[config.mk]
export PLATFORM = sky130hd
export DESIGN_NAME = gate_reduce_stream
export DESIGN_NICKNAME = d
export VERILOG_FILES = /design/src/rtl/gate_reduce_stream_pkg.sv /design/src/rtl/gate_reduce_stream_op_unit.sv /design/src/rtl/gate_reduce_stream.sv
export SDC_FILE = /design/constraint.sdc
export NUM_CORES = 1
export LEC_CHECK = 0
export CAP_MARGIN = 30
export CORE_MARGIN = 10
export CORE_UTILIZATION = 60
export CTS_BUF_LIST = sky130_fd_sc_hd__clkbuf_8
export CTS_CLUSTER_SIZE = 20
export DETAILED_ROUTE_END_ITERATION = 10
export PLACE_DENSITY = 0.89
export SLEW_MARGIN = 20
export SYNTH_ARGS = -nofsm -noshare
export SYNTH_HDL_FRONTEND = slang
export SYNTH_SLANG_ARGS = --single-unit
[constraint.sdc]
create_clock -name clk -period 2.6 [get_ports clk]
set_input_delay 0.52 -clock clk [delete_from_list [all_inputs] [get_ports clk]]
set_output_delay 0.52 -clock clk [all_outputs]
set_load 0.02 [all_outputs]
[src/rtl/gate_reduce_stream_pkg.sv]
// Shared definitions for the streaming reduce gate: FSM states and gate mode codes.
// The mode codes are also used by the bench and by the other gate blocks.
package gate_reduce_stream_pkg;

  typedef enum logic [1:0] {
    S_IDLE  = 2'd0,
    S_ACCUM = 2'd1,
    S_DONE  = 2'd2
  } state_t;

  localparam logic [2:0] GATE_AND     = 3'd0;
  localparam logic [2:0] GATE_OR      = 3'd1;
  localparam logic [2:0] GATE_XOR     = 3'd2;
  localparam logic [2:0] GATE_NAND    = 3'd3;
  localparam logic [2:0] GATE_NOR     = 3'd4;
  localparam logic [2:0] GATE_XNOR    = 3'd5;
  // Highest legal mode code; anything above is reserved.
  localparam logic [2:0] GATE_RSV_LIM = 3'd5;

endpackage

[src/rtl/gate_reduce_stream_op_unit.sv]
// Combinational two-input base gate: the non-inverted fold operator for each mode.
// Inverting modes share the operator of their base gate; reserved modes yield zero.
module gate_op_unit
  import gate_reduce_stream_pkg::*;
#(
  parameter int WIDTH = 8
) (
  input  logic [2:0]       mode,
  input  logic [WIDTH-1:0] a,
  input  logic [WIDTH-1:0] b,
  output logic [WIDTH-1:0] y
);

  always_comb begin
    y = '0;
    case (mode)
      GATE_AND, GATE_NAND: y = a & b;
      GATE_OR,  GATE_NOR:  y = a | b;
      GATE_XOR, GATE_XNOR: y = a ^ b;
      default:             y = '0;
    endcase
  end

endmodule

[src/rtl/gate_reduce_stream.sv]
// Streaming N-operand bitwise reduce gate with valid/ready input and output.
// Folds NUM_OPERANDS beats with the mode latched on the first beat, then holds one result.
module gate_reduce_stream
  import gate_reduce_stream_pkg::*;
#(
  parameter int WIDTH        = 8,
  parameter int NUM_OPERANDS = 4,
  parameter int CNT_W        = $clog2(NUM_OPERANDS) + 1
) (
  input  logic             clk,
  input  logic             rst_n,
  input  logic [2:0]       mode,
  input  logic             abort,
  input  logic             in_valid,
  output logic             in_ready,
  input  logic [WIDTH-1:0] in_data,
  output logic             out_valid,
  input  logic             out_ready,
  output logic [WIDTH-1:0] out_data,
  output logic             out_err,
  output logic             busy
);

  state_t             r_state;
  state_t             w_state_nxt;
  logic [WIDTH-1:0]   r_acc;
  logic [CNT_W-1:0]   r_cnt;
  logic [2:0]         r_mode_q;
  logic               r_out_valid;
  logic [WIDTH-1:0]   r_out_data;
  logic               r_out_err;
  logic               w_accept;
  logic               w_last;
  logic [WIDTH-1:0]   w_fold;

  // Inversion happens once on the final value; reserved modes force zero.
  function automatic logic [WIDTH-1:0] finalize(input logic [2:0] m, input logic [WIDTH-1:0] v);
    if (m > GATE_RSV_LIM)
      return '0;
    else if (m == GATE_NAND || m == GATE_NOR || m == GATE_XNOR)
      return ~v;
    else
      return v;
  endfunction

  gate_op_unit #(.WIDTH(WIDTH)) u_op (
    .mode (r_mode_q),
    .a    (r_acc),
    .b    (in_data),
    .y    (w_fold)
  );

  assign in_ready  = rst_n && !abort && (r_state != S_DONE);
  assign w_accept  = in_valid && in_ready;
  assign w_last    = (r_state == S_ACCUM) && (r_cnt == CNT_W'(NUM_OPERANDS - 1));
  assign busy      = (r_state != S_IDLE);
  assign out_valid = r_out_valid;
  assign out_data  = r_out_data;
  assign out_err   = r_out_err;

  always_comb begin
    w_state_nxt = r_state;
    if (abort) begin
      w_state_nxt = S_IDLE;
    end else begin
      case (r_state)
        S_IDLE:  if (w_accept) w_state_nxt = S_ACCUM;
        S_ACCUM: if (w_accept && w_last) w_state_nxt = S_DONE;
        S_DONE:  if (r_out_valid && out_ready) w_state_nxt = S_IDLE;
        default: w_state_nxt = S_IDLE;
      endcase
    end
  end

  always_ff @(posedge clk) begin
    if (!rst_n) r_state <= S_IDLE;
    else        r_state <= w_state_nxt;
  end

  always_ff @(posedge clk) begin
    if (!rst_n) begin
      r_acc       <= '0;
      r_cnt       <= '0;
      r_mode_q    <= '0;
      r_out_valid <= 1'b0;
      r_out_data  <= '0;
      r_out_err   <= 1'b0;
    end else if (abort) begin
      r_acc       <= '0;
      r_cnt       <= '0;
      r_out_valid <= 1'b0;
    end else begin
      case (r_state)
        S_IDLE: begin
          if (w_accept) begin
            r_acc    <= in_data;
            r_mode_q <= mode;
            r_cnt    <= CNT_W'(1);
          end
        end
        S_ACCUM: begin
          if (w_accept) begin
            r_acc <= w_fold;
            r_cnt <= r_cnt + CNT_W'(1);
            if (w_last) begin
              r_out_data  <= finalize(r_mode_q, w_fold);
              r_out_err   <= (r_mode_q > GATE_RSV_LIM);
              r_out_valid <= 1'b1;
            end
          end
        end
        S_DONE: begin
          if (r_out_valid && out_ready) r_out_valid <= 1'b0;
        end
        default: ;
      endcase
    end
  end

endmodule

==> results of run 1 <==
-- metrics by stage --
step / cell area (sq um) / worst slack (ns)
floorplan: 2210 / 0.847
global placement: 2480 / 0.222
detailed placement: 2480 / 0.207
CTS: 2540 / 0.206
global route: 2540 / 0.152
finish: 2540 / 0.217
-- power groups by stage --
stage	registers, W	clock network (W)	logic, W
finish	0.000422	0.000276	0.000213
global route	0.000424	0.000292	0.000235
CTS	0.000422	0.000277	0.000212
detailed placement	0.000431	0	0.000210
global placement	0.000429	0	0.000202
floorplan	0.000421	0	0.000155
-- flip-flops by register name (all words and copies together) (netlist names) --
name,cells
out_data,8
out_err,1
out_valid,1
r_acc,8
r_cnt,3
r_mode_q,3
r_state,2
-- worst max-delay path: cells and delay by family --
family / cells / cell delay [ns]
buffers and inverters: 2 / 1.08
AND/OR/NAND/NOR: 2 / 0.26
-- logic make-up (layout without fill, tap and decap cells) --
group,Yosys count,after routing,share of synthesized area [%]
AND/OR/NAND/NOR,80,80,23.0
AO/OA/AOI/OAI,64,64,24.4
buffers and inverters,42,64,9.64
flip-flops,26,26,23.6
multiplexers,19,19,9.13
adder cells (fa/ha/maj),18,18,10.2
-- layer usage --
metal | wire [um] | global-route usage (%) | share of wire [%] | up-vias
met4 | 43 | 4.23 | 0.83 | 0
met2 | 2560 | 28.4 | 49 | 62
met1 | 2180 | 18.6 | 42 | 945
met5 | 0 | 0 | 0 | -
li1 | - | - | - | 949
met3 | 395 | 4.57 | 7.6 | 7
-- worst paths after layout --
check,end,slack (ns),cells past startpoint
max,in_ready,0.22,4
min,r_cnt[2]$_SDFFE_PP0P_,0.46,2
max reg2reg,r_acc[4]$_SDFFE_PP0P_,0.65,4
min reg2reg,r_cnt[2]$_SDFFE_PP0P_,0.46,2
-- placed cells by master (no fill, tap or decap), types with 8 or more instances in the layout --
| cell type | count |
|---|---|
| nor2_1 | 13 |
| nand2_1 | 12 |
| clkdlybuf4s50_1 | 27 |
| mux2i_1 | 10 |
| nand2b_1 | 10 |
| dfxtp_1 | 26 |
| buf_4 | 10 |
| a31oi_1 | 8 |
| inv_1 | 23 |
| ha_1 | 18 |
-- area by class of cell --
cell class,count,area share (%)
repair buffers,37,13.6
well taps,46,2.27
inverters,23,3.40
flip-flops and latches,26,20.5
multi-input cells,181,58.0
clock buffers,4,2.17
==> flow_summary.yaml, run 1 <==
setup_path:
  cp.arrival_ns: 1.86
  cpMostUsedCell: "clkdlybuf4s50_1"
  cp_cell_sequence: "clkdlybuf4s50_1 -> nand2b_4 -> nor2_1 -> clkdlybuf4s50_1"
  critPathKind: "in -> out"
  cp_max_fo: 4
  cp.required_ns: 2.08
  reg2reg_from: "r_mode_q[2]$_SDFFE_PN0P_"
  critPathCaptureType: "output pin"
  crit_path_start_kind: "input port"
  crit_path_start: "abort"
  crit_path_max_incr_delay_ns: 0.61
  cpMaxStageDelayCell: "clkdlybuf4s50_1"
finish:
  multiInputGateArea_sq_mm: 0.00147
  syn_to_final_growth_pct: 15.0
  antennaDiodeCount: 0
  drive_gt1_share_pct: 13.7
  regArea_sq_um: 520
  fin_util_pct: 73.7
  fin_cells: 317
  fillCellCount: 261
  finalNetCount: 306
logic_synthesis:
  avgSynthCellArea_sq_um: 8.86
  synth_edf_count: 0
  synthDistinctLibCells: 48
  syn-num-nets: 283
  synth_warnings: 0
  ys_ff_latch: 26
  synth_common_cells: "dfxtp_1 (26), inv_1 (23), ha_1 (18)"
  async_flop_share_pct: 0
  synth_top_area_share_pct: 23.6
  synth.largest_area_cell: "dfxtp_1"
  synth_most_common_cell: "dfxtp_1"
  syn_inst: 249
  ys.flop_type: "dfxtp_1"
  synth_area_leaders: "dfxtp_1 (24%), ha_1 (10%), a2111oi_2 (4.8%)"
  yosysSeqAreaShare_pct: 23.6
  synth_area_sq_mm: 0.00221
clocking:
  cts_htree_levels: 1
  cts_hold_buf: 0
  cts_buffers: 3
  cts_setup_buffers: 0
  post_cts_resized: 0
  cts_tree: "yes"
  clk_latency_ns: 0.28
  cts-root-buf: "clkbuf_8"
  clk_path_buf_depth: 2
  clock_sinks: 26
  cts.reportedPaths.clkPinSlew_ns: 0.09
sta:
  slew_viol_final: 0
  min_period_over_period_pct: 91.7
  holdWs_ns: 0.462
  setup_viol: 0
  worstMarginPinSlew_ns: 0.855
  fmax_ghz: 0.420
  maxSlewHeadroom_pct: 42.9
  clock_skew_ns: 0.00611
  hold_violations: 0
  setup_tns_ns: 0
  grt_setup_unrepaired: "no"
  period_minus_slack_ns: 2.38
drt:
  firstDrtPassIters: 4
  viasPerCell: 6.19
  ant_nets: 0
  drc: 0
  vias: 1963
  routedWlPerCell_um: 16.3
  drt_wl_total_um: 5180
  drt-initial-drc-count: 123
grt:
  grt_max_degree: 29
  antenna_found_initial: 0
  grt_pass1_wl_um: 8700
  grt_pass1_vias: 1955
  grt_usage_pct: 16.2
  grt-ovfl-total: 0
pwr:
  irDropWorstVdd_mv: 0.338
  combPwrFrac_pct: 23.4
  p_seq_share_pct: 46.3
  power.total_w: 0.000911
  swShare_pct: 29.5
  leakage_nw: 1.01
  p_sw_w: 0.000269
  power-per-cell-area_mw_per_mm2: 359
  p_int_w: 0.000642
  clkPwrFrac_pct: 30.3
hold_path:
  hp-class: "reg -> reg"
  min_from: "r_cnt[2]$_SDFFE_PP0P_"
flow_run:
  maxCapViolCount: 0
floorplanning:
  dieWidth_um: 80.6
  die_h_um: 80.6
  rows: 21
  die_area_sq_mm: 0.00650
  coreArea_sq_mm: 0.00344
  io_pins: 28
  start_util_pct: 64.1
placement:
  gp_congestion: 0.839
  dp.cells: 313
  dp_hpwl_um: 3770
  portBuffers: 27
status:
  status: "finished, final reports clean"
Power figures use the tool's default switching activity.
==> inputs of run 2 (changes only) <==
Settings changed: REMOVE_ABC_BUFFERS set to 1.
==> run 2 against run 1 <==
  * Maximum frequency fell by 1.6%
  * Critical endpoint unchanged
  * Clock power fell by 2%
  * Highest routed layer unchanged
  * Core utilization rose by 0.22 points
  * Worst setup slack got worse by 0.039 ns
  * Critical path depth did not move
  * Flip-flop and latch count did not move
==> flow_summary.yaml, run 2 (synthesis gave the netlist of run 1 again) <==
grt:
  grt-ovfl-total: 0
  grt_usage_pct: 15.1
  grt_pass1_vias: 1752
  antenna_found_initial: 0
  grt_pass1_wl_um: 8100
  grt_max_degree: 34
sta:
  grt_setup_unrepaired: "no"
  setup_tns_ns: 0
  period_minus_slack_ns: 2.42
  clock_skew_ns: 0.00929
  min_period_over_period_pct: 93.1
  fmax_ghz: 0.413
  worstMarginPinSlew_ns: 0.779
  hold_violations: 0
  slew_viol_final: 0
  setup_viol: 0
  maxSlewHeadroom_pct: 48.0
drt:
  routedWlPerCell_um: 15.3
  drt-initial-drc-count: 119
  vias: 1907
  viasPerCell: 6.00
  drc: 0
  drt_wl_total_um: 4850
  firstDrtPassIters: 4
  ant_nets: 0
hold_path:
  hp-class: "reg -> reg"
pwr:
  p_int_w: 0.000642
  leakage_nw: 1.01
  irDropWorstVdd_mv: 0.292
  clkPwrFrac_pct: 30.1
  p_seq_share_pct: 46.7
  combPwrFrac_pct: 23.1
  p_sw_w: 0.000260
  swShare_pct: 28.8
  power-per-cell-area_mw_per_mm2: 354
setup_path:
  cp_max_fo: 6
  cp.required_ns: 2.08
  critPathKind: "in -> out"
  cp.arrival_ns: 1.90
  crit_path_start_kind: "input port"
  critPathCaptureType: "output pin"
finish:
  drive_gt1_share_pct: 14.0
  finalNetCount: 307
  syn_to_final_growth_pct: 15.4
  regArea_sq_um: 520
  final_common_cell: "clkdlybuf4s50_1"
  multiInputGateArea_sq_mm: 0.00147
  fin_util_pct: 73.9
  final_cell_mix: "clkdlybuf4s50_1 (27), dfxtp_1 (26), inv_1 (23), ha_1 (18), nor2_1 (13)"
  fillCellCount: 266
  antennaDiodeCount: 0
floorplanning:
  io_pins: 28
  start_util_pct: 64.1
  coreArea_sq_mm: 0.00344
  dieWidth_um: 80.6
  rows: 21
  die_h_um: 80.6
  die_area_sq_mm: 0.00650
clocking:
  cts-root-buf: "clkbuf_8"
  cts_tree: "yes"
  post_cts_resized: 0
  cts_htree_levels: 1
  cts.reportedPaths.clkPinSlew_ns: 0.09
  cts_buffers: 3
  clk_path_buf_depth: 2
  cts_hold_buf: 0
  cts_setup_buffers: 0
  clk_latency_ns: 0.28
  clock_sinks: 26
placement:
  gp_congestion: 0.821
  dp_hpwl_um: 3490
  portBuffers: 27
status:
  status: "finished, final reports clean"
flow_run:
  maxCapViolCount: 0
[run 2: cell count changes in the layout (fill, tap and decap cells not counted), sizes merged]
cell | before | now
buf | 10 | 11
[run 2: area by class of cell]
class,instances,area share [%]
Clock buffer,4,2.16
Inverter,23,3.39
Multi-Input combinational cell,181,57.9
Sequential cell,26,20.5
Tap cell,46,2.26
Timing Repair Buffer,38,13.9
[run 2: per-layer routing]
| layer | part of all wire, % | vias up | global-route usage [%] |
|---|---|---|---|
| met3 | 7.0 | 4 | 4.45 |
| met5 | 0 | - | 0 |
| met1 | 44 | 893 | 18.6 |
| met4 | 0.74 | 0 | 3.70 |
| li1 | - | 953 | - |
| met2 | 48 | 57 | 25.1 |
[run 2: per-stage QoR]
step	hold WS, ns	setup slack, ns	instances	total power [W]	cell area [sq um]
CTS	0.459	0.155	318	0.000904	2540
global route	0.477	0.0916	318	0.000947	2540
floorplan	0.432	0.405	230	0.000562	2080
finish	0.456	0.178	318	0.000901	2540
detailed placement	0.447	0.181	314	0.000637	2490
global placement	0.439	0.185	314	0.000631	2490
[run 2: worst paths after layout]
kind                                               start               endpoint  slack [ns]  depth (start not counted)
worst max-delay path                               rst_n               in_ready        0.18                          4
worst max register to register  r_mode_q[2]$_SDFFE_PN0P_  r_acc[6]$_SDFFE_PP0P_        0.73                          4
worst min-delay path               r_cnt[2]$_SDFFE_PP0P_  r_cnt[2]$_SDFFE_PP0P_        0.46                          2
worst min register to register     r_cnt[2]$_SDFFE_PP0P_  r_cnt[2]$_SDFFE_PP0P_        0.46                          2
[run 2: power groups by stage]
stage                     logic [W]  registers [W]  clock network (W)
final                      0.000209       0.000421           0.000271
after global routing       0.000233       0.000423           0.000291
after CTS                  0.000209       0.000421           0.000274
after detailed placement   0.000207       0.000430                  0
after global placement     0.000202       0.000429                  0
after floorplan            0.000125       0.000437                  0
[run 2: critical path, stage by stage]
cell and delay, ns:
clkdlybuf4s50_1 0.59, nand2b_4 0.07, nor2_1 0.10, clkdlybuf4s50_1 0.61
